## config.mk

```make
export PLATFORM = sky130hd
export DESIGN_NAME = apb2lb_tmo_flat
export DESIGN_NICKNAME = d
export VERILOG_FILES = /design/src/rtl/apb2lb_tmo_pkg.sv /design/src/rtl/apb2lb_tmo_if.sv /design/src/rtl/apb2lb_tmo_lb_timeout.sv /design/src/rtl/apb2lb_tmo.sv /design/src/flat_wrapper.sv
export SDC_FILE = /design/constraint.sdc
export NUM_CORES = 1
export LEC_CHECK = 0
export CAP_MARGIN = 20
export CORE_MARGIN = 5
export CORE_UTILIZATION = 33
export CTS_BUF_LIST = sky130_fd_sc_hd__clkbuf_4 sky130_fd_sc_hd__clkbuf_8 sky130_fd_sc_hd__clkbuf_16
export CTS_CLUSTER_DIAMETER = 40
export DETAILED_ROUTE_END_ITERATION = 8
export PLACE_DENSITY_LB_ADDON = 0.12
export SETUP_SLACK_MARGIN = 0.15
export SYNTH_ARGS = -nofsm -noshare
export SYNTH_HDL_FRONTEND = slang
export SYNTH_HIERARCHICAL = 1
export SYNTH_SLANG_ARGS = --single-unit
```

## constraint.sdc

```tcl
create_clock -name clk -period 6.3 [get_ports clk]
set_input_delay 0.63 -clock clk [delete_from_list [all_inputs] [get_ports clk]]
set_output_delay 0.63 -clock clk [all_outputs]
set_load 0.01 [all_outputs]
```

## src/rtl/apb2lb_tmo_pkg.sv

```systemverilog
// Shared types and helpers for the APB-to-local-bus bridge with response timeout.
package apb2lb_pkg;

    // Bridge FSM: accept a setup phase, strobe the local bus, wait, then complete.
    typedef enum logic [1:0] {
        ST_IDLE = 2'd0,
        ST_WR   = 2'd1,
        ST_RD   = 2'd2,
        ST_DONE = 2'd3
    } apb2lb_state_e;

    // True when a byte address is aligned to a data word of strb_w bytes.
    // strb_w is a power of two (1, 2, 4 or 8), so the low log2(strb_w) bits
    // must all be zero.
    function automatic logic lb_aligned(input logic [63:0] addr, input int unsigned strb_w);
        logic [63:0] mask;
        mask = 64'(strb_w) - 64'd1;
        return (addr & mask) == 64'd0;
    endfunction

endpackage

```

## src/rtl/apb2lb_tmo_if.sv

```systemverilog
// Bus bundles for the bridge: the APB side (bridge is the slave) and the
// local-bus side toward the register map (bridge is the master).
//
// Handshake rules:
//   APB:  a transfer starts with a setup cycle (psel=1, penable=0), followed by
//         access cycles (psel=1, penable=1) until pready=1 for exactly one cycle.
//         prdata and pslverr are meaningful only in the pready cycle.
//   LB:   wen/ren are one-cycle strobes carrying waddr/wdata/wstrb or raddr.
//         The slave answers with wready (write) or rvalid+rdata (read) in the
//         strobe cycle or any later cycle; the address/data stay stable until
//         the answer arrives or the bridge gives up. Answers arriving while no
//         access is outstanding are ignored.

interface apb2lb_apb_if #(
    parameter int unsigned ADDR_W = 16,
    parameter int unsigned DATA_W = 32,
    parameter int unsigned STRB_W = DATA_W / 8
);
    logic              psel;
    logic              penable;
    logic              pwrite;
    logic [ADDR_W-1:0] paddr;
    logic [DATA_W-1:0] pwdata;
    logic [STRB_W-1:0] pstrb;
    logic [DATA_W-1:0] prdata;
    logic              pready;
    logic              pslverr;

    modport master (
        output psel, penable, pwrite, paddr, pwdata, pstrb,
        input  prdata, pready, pslverr
    );

    modport slave (
        input  psel, penable, pwrite, paddr, pwdata, pstrb,
        output prdata, pready, pslverr
    );
endinterface

interface apb2lb_lb_if #(
    parameter int unsigned ADDR_W = 16,
    parameter int unsigned DATA_W = 32,
    parameter int unsigned STRB_W = DATA_W / 8
);
    logic [ADDR_W-1:0] waddr;
    logic [ADDR_W-1:0] raddr;
    logic [DATA_W-1:0] wdata;
    logic [STRB_W-1:0] wstrb;
    logic              wen;
    logic              ren;
    logic              wready;
    logic              rvalid;
    logic [DATA_W-1:0] rdata;

    modport master (
        output waddr, raddr, wdata, wstrb, wen, ren,
        input  wready, rvalid, rdata
    );

    modport slave (
        input  waddr, raddr, wdata, wstrb, wen, ren,
        output wready, rvalid, rdata
    );
endinterface

```

## src/rtl/apb2lb_tmo_lb_timeout.sv

```systemverilog
// Saturating wait counter for an outstanding local-bus access.
// expired is raised while enabled once the count has reached TIMEOUT.
// TIMEOUT = 0 means wait forever: no counter is built.
module lb_timeout #(
    parameter int unsigned TIMEOUT = 255
) (
    input  logic clk,
    input  logic rst,
    input  logic clear,
    input  logic enable,
    output logic expired
);

    if (TIMEOUT == 0) begin : g_off
        logic unused_tie;
        assign unused_tie = ^{clk, rst, clear, enable};
        assign expired    = 1'b0;
    end else begin : g_cnt
        localparam int unsigned CW = $clog2(TIMEOUT + 1);
        localparam logic [CW-1:0] LIMIT = CW'(TIMEOUT);

        logic [CW-1:0] cnt_q;
        logic [CW-1:0] cnt_d;

        // Next count: clear wins, otherwise count up and hold at the limit.
        always_comb begin
            cnt_d = cnt_q;
            if (clear) begin
                cnt_d = '0;
            end else if (enable && (cnt_q != LIMIT)) begin
                cnt_d = cnt_q + CW'(1);
            end
        end

        // Count register.
        always_ff @(posedge clk or posedge rst) begin
            if (rst) begin
                cnt_q <= '0;
            end else begin
                cnt_q <= cnt_d;
            end
        end

        assign expired = enable && (cnt_q == LIMIT);
    end

endmodule

```

## src/rtl/apb2lb_tmo.sv

```systemverilog
// APB-to-local-bus bridge with misalignment rejection and a bounded wait on
// the local-bus response. A stuck slave ends the APB transfer with pslverr.
module apb2lb_tmo
    import apb2lb_pkg::*;
#(
    parameter int unsigned ADDR_W  = 16,
    parameter int unsigned DATA_W  = 32,
    parameter int unsigned STRB_W  = DATA_W / 8,
    parameter int unsigned TIMEOUT = 255
) (
    input  logic          clk,
    input  logic          rst,
    apb2lb_apb_if.slave   apb,
    apb2lb_lb_if.master   lb,
    output logic          tmo,
    output apb2lb_state_e state_o
);

    apb2lb_state_e     state_q,   state_d;
    logic [ADDR_W-1:0] addr_q,    addr_d;
    logic [DATA_W-1:0] wdata_q,   wdata_d;
    logic [STRB_W-1:0] strb_q,    strb_d;
    logic              strobe_q,  strobe_d;
    logic [DATA_W-1:0] prdata_q,  prdata_d;
    logic              pslverr_q, pslverr_d;
    logic              tmo_q,     tmo_d;

    logic in_access;
    logic expired;

    assign in_access = (state_q == ST_WR) || (state_q == ST_RD);

    // The wait counter runs only while a strobe is outstanding and restarts
    // from zero on every entry to WR/RD.
    lb_timeout #(
        .TIMEOUT (TIMEOUT)
    ) u_timeout (
        .clk     (clk),
        .rst     (rst),
        .clear   (!in_access),
        .enable  (in_access),
        .expired (expired)
    );

    // Next-state and next-data logic of the bridge FSM.
    always_comb begin
        state_d   = state_q;
        addr_d    = addr_q;
        wdata_d   = wdata_q;
        strb_d    = strb_q;
        strobe_d  = 1'b0;
        prdata_d  = prdata_q;
        pslverr_d = pslverr_q;
        tmo_d     = 1'b0;

        case (state_q)
            ST_IDLE: begin
                if (apb.psel && !apb.penable) begin
                    addr_d    = apb.paddr;
                    wdata_d   = apb.pwdata;
                    strb_d    = apb.pstrb;
                    prdata_d  = '0;
                    pslverr_d = 1'b0;
                    if (!lb_aligned(64'(apb.paddr), STRB_W)) begin
                        // Rejected before any local-bus strobe.
                        state_d   = ST_DONE;
                        pslverr_d = 1'b1;
                    end else begin
                        state_d  = apb.pwrite ? ST_WR : ST_RD;
                        strobe_d = 1'b1;
                    end
                end
            end
            ST_WR: begin
                // A response in the same cycle the count expires still wins.
                if (lb.wready) begin
                    state_d   = ST_DONE;
                    prdata_d  = '0;
                    pslverr_d = 1'b0;
                end else if (expired) begin
                    state_d   = ST_DONE;
                    prdata_d  = '0;
                    pslverr_d = 1'b1;
                    tmo_d     = 1'b1;
                end
            end
            ST_RD: begin
                if (lb.rvalid) begin
                    state_d   = ST_DONE;
                    prdata_d  = lb.rdata;
                    pslverr_d = 1'b0;
                end else if (expired) begin
                    state_d   = ST_DONE;
                    prdata_d  = '0;
                    pslverr_d = 1'b1;
                    tmo_d     = 1'b1;
                end
            end
            ST_DONE: begin
                state_d = ST_IDLE;
            end
            default: begin
                state_d = ST_IDLE;
            end
        endcase
    end

    // State and data registers; reset aborts any transfer without a pready.
    always_ff @(posedge clk or posedge rst) begin
        if (rst) begin
            state_q   <= ST_IDLE;
            addr_q    <= '0;
            wdata_q   <= '0;
            strb_q    <= '0;
            strobe_q  <= 1'b0;
            prdata_q  <= '0;
            pslverr_q <= 1'b0;
            tmo_q     <= 1'b0;
        end else begin
            state_q   <= state_d;
            addr_q    <= addr_d;
            wdata_q   <= wdata_d;
            strb_q    <= strb_d;
            strobe_q  <= strobe_d;
            prdata_q  <= prdata_d;
            pslverr_q <= pslverr_d;
            tmo_q     <= tmo_d;
        end
    end

    assign lb.waddr    = addr_q;
    assign lb.raddr    = addr_q;
    assign lb.wdata    = wdata_q;
    assign lb.wstrb    = strb_q;
    assign lb.wen      = (state_q == ST_WR) && strobe_q;
    assign lb.ren      = (state_q == ST_RD) && strobe_q;

    assign apb.pready  = (state_q == ST_DONE);
    assign apb.pslverr = pslverr_q && (state_q == ST_DONE);
    assign apb.prdata  = prdata_q;

    assign tmo         = tmo_q;
    assign state_o     = state_q;

endmodule

```

## src/flat_wrapper.sv

```systemverilog
// flat-port wrapper written by rule: the top's interface ports become plain ports
module apb2lb_tmo_flat import apb2lb_pkg::*;
#(
    parameter int unsigned ADDR_W  = 16,
    parameter int unsigned DATA_W  = 32,
    parameter int unsigned STRB_W  = DATA_W / 8,
    parameter int unsigned TIMEOUT = 255
)
  (clk, rst, tmo, state_o, apb_psel, apb_penable, apb_pwrite, apb_paddr, apb_pwdata, apb_pstrb, apb_prdata, apb_pready, apb_pslverr, lb_waddr, lb_raddr, lb_wdata, lb_wstrb, lb_wen, lb_ren, lb_wready, lb_rvalid, lb_rdata);
  apb2lb_apb_if #(.ADDR_W(ADDR_W), .DATA_W(DATA_W), .STRB_W(STRB_W)) apb_i ();
  apb2lb_lb_if #(.ADDR_W(ADDR_W), .DATA_W(DATA_W), .STRB_W(STRB_W)) lb_i ();
  input  logic clk;
  input  logic rst;
  output logic tmo;
  output apb2lb_state_e state_o;
  input wire logic [$bits(apb_i.psel)-1:0] apb_psel;
  input wire logic [$bits(apb_i.penable)-1:0] apb_penable;
  input wire logic [$bits(apb_i.pwrite)-1:0] apb_pwrite;
  input wire logic [$bits(apb_i.paddr)-1:0] apb_paddr;
  input wire logic [$bits(apb_i.pwdata)-1:0] apb_pwdata;
  input wire logic [$bits(apb_i.pstrb)-1:0] apb_pstrb;
  output wire logic [$bits(apb_i.prdata)-1:0] apb_prdata;
  output wire logic [$bits(apb_i.pready)-1:0] apb_pready;
  output wire logic [$bits(apb_i.pslverr)-1:0] apb_pslverr;
  output wire logic [$bits(lb_i.waddr)-1:0] lb_waddr;
  output wire logic [$bits(lb_i.raddr)-1:0] lb_raddr;
  output wire logic [$bits(lb_i.wdata)-1:0] lb_wdata;
  output wire logic [$bits(lb_i.wstrb)-1:0] lb_wstrb;
  output wire logic [$bits(lb_i.wen)-1:0] lb_wen;
  output wire logic [$bits(lb_i.ren)-1:0] lb_ren;
  input wire logic [$bits(lb_i.wready)-1:0] lb_wready;
  input wire logic [$bits(lb_i.rvalid)-1:0] lb_rvalid;
  input wire logic [$bits(lb_i.rdata)-1:0] lb_rdata;
  assign apb_i.psel = apb_psel;
  assign apb_i.penable = apb_penable;
  assign apb_i.pwrite = apb_pwrite;
  assign apb_i.paddr = apb_paddr;
  assign apb_i.pwdata = apb_pwdata;
  assign apb_i.pstrb = apb_pstrb;
  assign apb_prdata = apb_i.prdata;
  assign apb_pready = apb_i.pready;
  assign apb_pslverr = apb_i.pslverr;
  assign lb_waddr = lb_i.waddr;
  assign lb_raddr = lb_i.raddr;
  assign lb_wdata = lb_i.wdata;
  assign lb_wstrb = lb_i.wstrb;
  assign lb_wen = lb_i.wen;
  assign lb_ren = lb_i.ren;
  assign lb_i.wready = lb_wready;
  assign lb_i.rvalid = lb_rvalid;
  assign lb_i.rdata = lb_rdata;
  apb2lb_tmo #(.ADDR_W(ADDR_W), .DATA_W(DATA_W), .STRB_W(STRB_W), .TIMEOUT(TIMEOUT)) u_core (.clk(clk), .rst(rst), .apb(apb_i), .lb(lb_i), .tmo(tmo), .state_o(state_o));
endmodule
```

==> results_dict.tcl, run 1 <==
set metrics [dict create \
    wl_per_cell_um 17.9 \
    synth_edf_count 0 \
    grt_usage_pct 15.3 \
    io-pin-count 198 \
    io_buffers 197 \
    p_total_mw 2.90 \
    synth_top_area_share_pct 59.9 \
    yosysSeqAreaShare_pct 59.9 \
    hp-class "reg2reg" \
    placed_cell_area_sq_mm 0.00606 \
    slew_violations 0 \
    p_leak_nw 2.72 \
    pre_cts_ws_ps 3750 \
    finalCritPeriodShare_pct 38.9 \
    synth_area_leaders "dfrtp_1 60%, mux2_2 14%, a22o_1 6.9%" \
    syn-instance-count 292 \
    holdBufCountCts 0 \
    nets 571 \
    htree_levels 3 \
    clock_latency_ps 340 \
    clockBufferDepth 2 \
    reg2reg_slack_ps 4040 \
    path_clk_slew_ps 60 \
    cp-start-kind "register" \
    cts_setup_buffers 0 \
    hold_depth 1 \
    n_antenna_cell 0 \
    finalNonFillerCells 625 \
    syn_nets 389 \
    synth-xor-area-share_pct 0 \
    avgSynthCellArea_sq_um 13.9 \
    critPathSlowestCell "clkdlybuf4s50_1" \
    async_flop_share_pct 100 \
    num_vias 2991 \
    cts-resized-gates 0 \
    finalSetupViolCount 0 \
    dr.pass1.iters 4 \
    fin_util_pct 52.9 \
    cp.arrival_ps 1820 \
    max-vdd-ir-drop_v 0.000191 \
    grt_first_pass_wirelength_mm 17.3 \
    reg2reg_from "u_core/state_o[0]" \
    fin_hold_ws_ps 492 \
    clock_sinks 97 \
    rows 40 \
    fin_skew_ps 6.01 \
    worstPathMaxFanout 7 \
    hold_viol 0 \
    numCtsBuffers 9 \
    ys_warn_count 6 \
    die_area_sq_mm 0.0146 \
    cts_tree "built" \
    grt_max_degree 54 \
    rsz0062_at_grt "false" \
    synth_top_family_by_area "multiplexers" \
    synth_mux_area_share_pct 15.4 \
    max_slew_margin_pct 47.9 \
    drv_cap 0 \
    critPathMaxStageDelay_ps 580 \
    dieWidth_um 121 \
    fin_setup_tns_ps 0 \
    status "finished, final reports clean" \
    critical_path_buf_inv_count 1 \
    syn_area_sq_mm 0.00405 \
    r2r-end "u_core/apb.prdata[25]" \
    overflow 0 \
    p_per_area_mw_per_mm2 457 \
    hpwl_mm 8.31 \
    start_util_pct 33.8 \
    areaGrowthSynthToFinish_pct 56.8 \
    required_ps 5670 \
    synth_fa_ha_area_share_pct 1.85 \
    crit_family "buffers and inverters" \
    viasPerCell 4.79 \
    fin_ws_ps 3850 \
    crit_chain "ha_1, and2_1, clkdlybuf4s50_1" \
    core_area_sq_mm 0.0120 \
    drive_gt1_share_pct 16.5 \
    ys_ff_latch 97 \
    place_inst 610 \
    synth_area_leader_cell "dfrtp_1" \
    fmaxAchievable_mhz 408 \
    routed_wl_mm 11.2 \
    rr_worst_depth 6 \
    path_class "reg2out" \
    ys_dominant_reg_cell "dfrtp_1" \
    min_to "u_core/lb.wstrb[0]" \
    cts_root_buffer "clkbuf_16" \
    drtIter0Drc 150 \
    fin_area_sq_mm 0.00635 \
    grt_pass1_vias 3070 \
    hp-start "u_core/lb.wstrb[0]" \
    ant_nets 0 \
    end_kind "primary output" \
    fin_crit_ps 2450 \
    yosys.area_share.simple_pct 5.62 \
    die_height_um 121 \
    synth_compound_area_share_pct 11.3 \
    gp_congestion 0.777 \
    tightestPinTransition_ps 781 \
    drc 0 \
    antenna_found_initial 0 \
    ys_types 40 \
]
==> synth_stat cells, types with 2 or more instances <==
library cell  number
o31a_1             2
o21ai_1            3
and2b_1            2
mux2_4             2
nand2_1            6
and4_1             3
mux2_1             2
nor3_1             6
buf_6              4
a22o_1            32
nand4_1            2
inv_1              7
buf_2              9
nor2b_1            4
and2_1             3
buf_4             16
ha_1               6
mux2_2            50
a21oi_1            7
nand3_1            3
dfrtp_1           97
a211oi_1           2
nor2_1             5
a21oi_2            2
nand2b_1           2
==> cell usage in the layout, fill, tap and decap left out, types with 5 or more instances in the layout <==
cell	count
clkdlybuf4s50_1	197
dfrtp_1	97
mux2_2	50
a22o_1	32
clkbuf_16	9
a21oi_1	7
inv_1	6
nor3_1	6
nand2_1	6
ha_1	6
nor2_1	5
==> worst register-to-register path, stage by stage, from the launching register on <==
cell	delay (ps)
dfrtp_1	450
inv_1	110
ha_1	450
and3_2	280
o21ai_2	470
buf_8	260
a22o_1	160
==> cell type report <==
cell class / instances / area [sq um]
clock inverter: 1 / 8.76
clock buffer: 14 / 288
timing repair buffer: 201 / 2030
sequential: 97 / 2430
fill: 1047 / 5660
multi-input combinational: 158 / 1390
tap: 147 / 184
inverter: 7 / 27.5
==> worst max path at each step <==
stage	from	to	cells after the start
finish	u_core/state_o[1]	apb_pslverr	3
detailed placement	apb_penable	u_core/lb.wdata[16]	5
global route	u_core/state_o[1]	apb_pslverr	3
floorplan	rst	u_core/apb.prdata[0]	1
CTS	u_core/state_o[1]	apb_pslverr	3
global placement	apb_penable	u_core/apb.prdata[20]	5
==> where the power goes <==
part,internal [mW],switching [mW]
Sequential,0.858,0.143
Clock,0.314,0.223
Combinational,0.802,0.564
Total,1.97,0.930
==> layer usage <==
metal	global-route usage [%]	wire length [um]
met1	19.3	4580
met2	23.0	5220
met3	6.27	1110
met4	6.66	237
met5	0	0
==> flip-flops by register name, summed over array words and instances, names as in the netlist <==
| register | flops |
|---|---|
| u_core/apb.prdata | 32 |
| u_core/lb.raddr | 16 |
| u_core/lb.wdata | 32 |
| u_core/lb.wstrb | 4 |
| u_core/pslverr_q | 1 |
| u_core/state_o | 2 |
| u_core/strobe_q | 1 |
| u_core/tmo | 1 |
| u_core/u_timeout/g_cnt.cnt_q | 8 |
==> kinds of logic after synthesis <==
family          after synthesis
compound gates               57
buf+inv                      37
flops                        97
fa+ha+maj                     6
simple gates                 40
mux                          55
No activity file was read; power rests on OpenSTA's default activity.
==> run 2: changes to the inputs <==
- clock period: 6.3 -> 2.5 ns (I/O delays scaled with it)
==> run 2 against run 1 <==
Register-to-register slack worse by 3600 ps; routed wire length down 1.3%; via count up 0.13%; non-clock buffer count up 2; total power rose to 2.5 times the previous value; global-route usage down 0.065 points; sequential share of layout area down 0.28 points; design area up 0.75%; combinational power up 150%; largest power group unchanged.
==> results_dict.tcl, run 2 (synthesized netlist as in run 1, its figures left out) <==
set metrics [dict create \
    path_class "reg2reg" \
    clockPowerShare_pct 19.5 \
    routed_wl_mm 11.0 \
    rows 40 \
    drc 0 \
    io_buffers 197 \
    rsz0062_at_grt "false" \
    viasPerCell 4.77 \
    antenna_found_initial 0 \
    p_comb_share_pct 46.2 \
    cts_setup_buffers 0 \
    final_common_cell "clkdlybuf4s50_1" \
    htree_levels 3 \
    core_area_sq_mm 0.0120 \
    drive_gt1_share_pct 17.0 \
    slew_violations 0 \
    cts-resized-gates 0 \
    worstPathMaxFanout 32 \
    holdBufCountCts 0 \
    cts_root_buffer "clkbuf_16" \
    required_ps 2720 \
    dieWidth_um 121 \
    crit_chain "inv_1, ha_1, and3_2, o21ai_2, buf_4, a22o_1" \
    ant_nets 0 \
    critPathMaxStageDelay_ps 520 \
    fin_skew_ps 3.67 \
    cp-start-kind "register" \
    sw_frac_of_total_pct 31.6 \
    internal-power_mw 5.05 \
    cp.arrival_ps 2290 \
    finalNonFillerCells 628 \
    grt_max_degree 90 \
    overflow 0 \
    status "finished, final reports clean" \
    cts_tree "built" \
    clock_latency_ps 340 \
    place_inst 612 \
    numCtsBuffers 9 \
    num_vias 2995 \
    areaGrowthSynthToFinish_pct 57.9 \
    die_area_sq_mm 0.0146 \
    grt_pass1_vias 3183 \
    start_util_pct 33.8 \
    fin_util_pct 53.3 \
    placed_cell_area_sq_mm 0.00609 \
    gp_congestion 0.736 \
    io-pin-count 198 \
    end_kind "register" \
    fmaxAchievable_mhz 484 \
    fin_crit_ps 2070 \
    finalSetupViolCount 0 \
    wl_per_cell_um 17.5 \
    clock_sinks 97 \
    p_per_area_mw_per_mm2 1150 \
    path_clk_slew_ps 60 \
    power_frac_seq_pct 34.3 \
    drv_cap 0 \
    layout_common_cells "197 x clkdlybuf4s50_1, 97 x dfrtp_1, 50 x mux2_2, 32 x a22o_1, 9 x clkbuf_16" \
    critPathSlowestCell "ha_1" \
    die_height_um 121 \
    num-fill-cells 1076 \
    hpwl_mm 8.18 \
    grt_first_pass_wirelength_mm 17.3 \
    drtIter0Drc 182 \
    tightestPinTransition_ps 490 \
    hold_viol 0 \
    dr.pass1.iters 4 \
    p_leak_nw 2.75 \
    hp-class "in2async" \
    p_sw_mw 2.33 \
    n_antenna_cell 0 \
    max-vdd-ir-drop_v 0.000652 \
    grt_usage_pct 15.2 \
    max_slew_margin_pct 67.3 \
    nets 573 \
    clockBufferDepth 2 \
    fin_area_sq_mm 0.00640 \
    fin_setup_tns_ps 0 \
    finalCritPeriodShare_pct 82.7 \
]
-- run 2: critical path, delay by kind of cell (launching register included) --
| kind | cells | cell delay, ps |
|---|---|---|
| buffers and inverters | 2 | 350 |
| flip-flops | 1 | 450 |
| AND/OR/NAND/NOR | 1 | 310 |
| adder cells (fa/ha/maj) | 1 | 520 |
| AO/OA/AOI/OAI | 2 | 310 |
-- run 2: path summary, 6_finish.rpt --
| check | start | to | slack [ps] | depth (start not counted) |
|---|---|---|---|---|
| worst max register to register | u_core/state_o[0] | u_core/apb.prdata[30] | 430 | 6 |
| min in group clk | apb_pstrb[0] | u_core/lb.wstrb[0] | 490 | 2 |
| max in group asynchronous | rst | u_core/state_o[0] | 1690 | 3 |
| worst min-delay path | rst | u_core/u_timeout/g_cnt.cnt_q[7] | 270 | 2 |
| worst min register to register | u_core/apb.prdata[26] | u_core/apb.prdata[26] | 500 | 1 |
| worst max-delay path | u_core/state_o[0] | u_core/apb.prdata[30] | 430 | 6 |
-- run 2: final cells by class --
class,count,area (sq um),share of cell area (%)
clock inverters,2,35.0,0.547
inverters,7,30.0,0.469
well taps,147,184,2.87
flip-flops and latches,97,2430,37.9
multi-input cells,158,1390,21.7
repair buffers,203,2050,32.1
clock buffers,14,282,4.40
-- run 2: power by group through the flow --
stage          Clock (mW)  Combinational [mW]  Sequential, mW
2_1_floorplan           0                1.46            2.78
3_5_place_dp            0                3.45            2.55
3_3_place_gp            0                3.44            2.53
4_1_cts              1.50                3.47            2.54
6_report             1.44                3.41            2.53
5_1_grt              1.57                3.65            2.62
-- run 2: metrics by stage --
stage                     hold slack [ps]  total power [mW]  setup slack (ps)
after global placement                473              5.97               457
final                                 274              7.38               433
after floorplan                      65.7              4.24               676
after global routing                  314              7.84               310
after CTS                             272              7.51               392
after detailed placement              483              6.00               427
-- run 2: routing by layer --
metal | track usage (%) | routed length (um) | vias to the layer above | share of wire, %
met1 | 17.6 | 4360 | 1449 | 40
met3 | 7.95 | 1150 | 14 | 10
li1 | - | - | 1403 | -
met5 | 0 | 0 | - | 0
met2 | 24.6 | 5330 | 129 | 48
met4 | 4.32 | 178 | 0 | 1.6
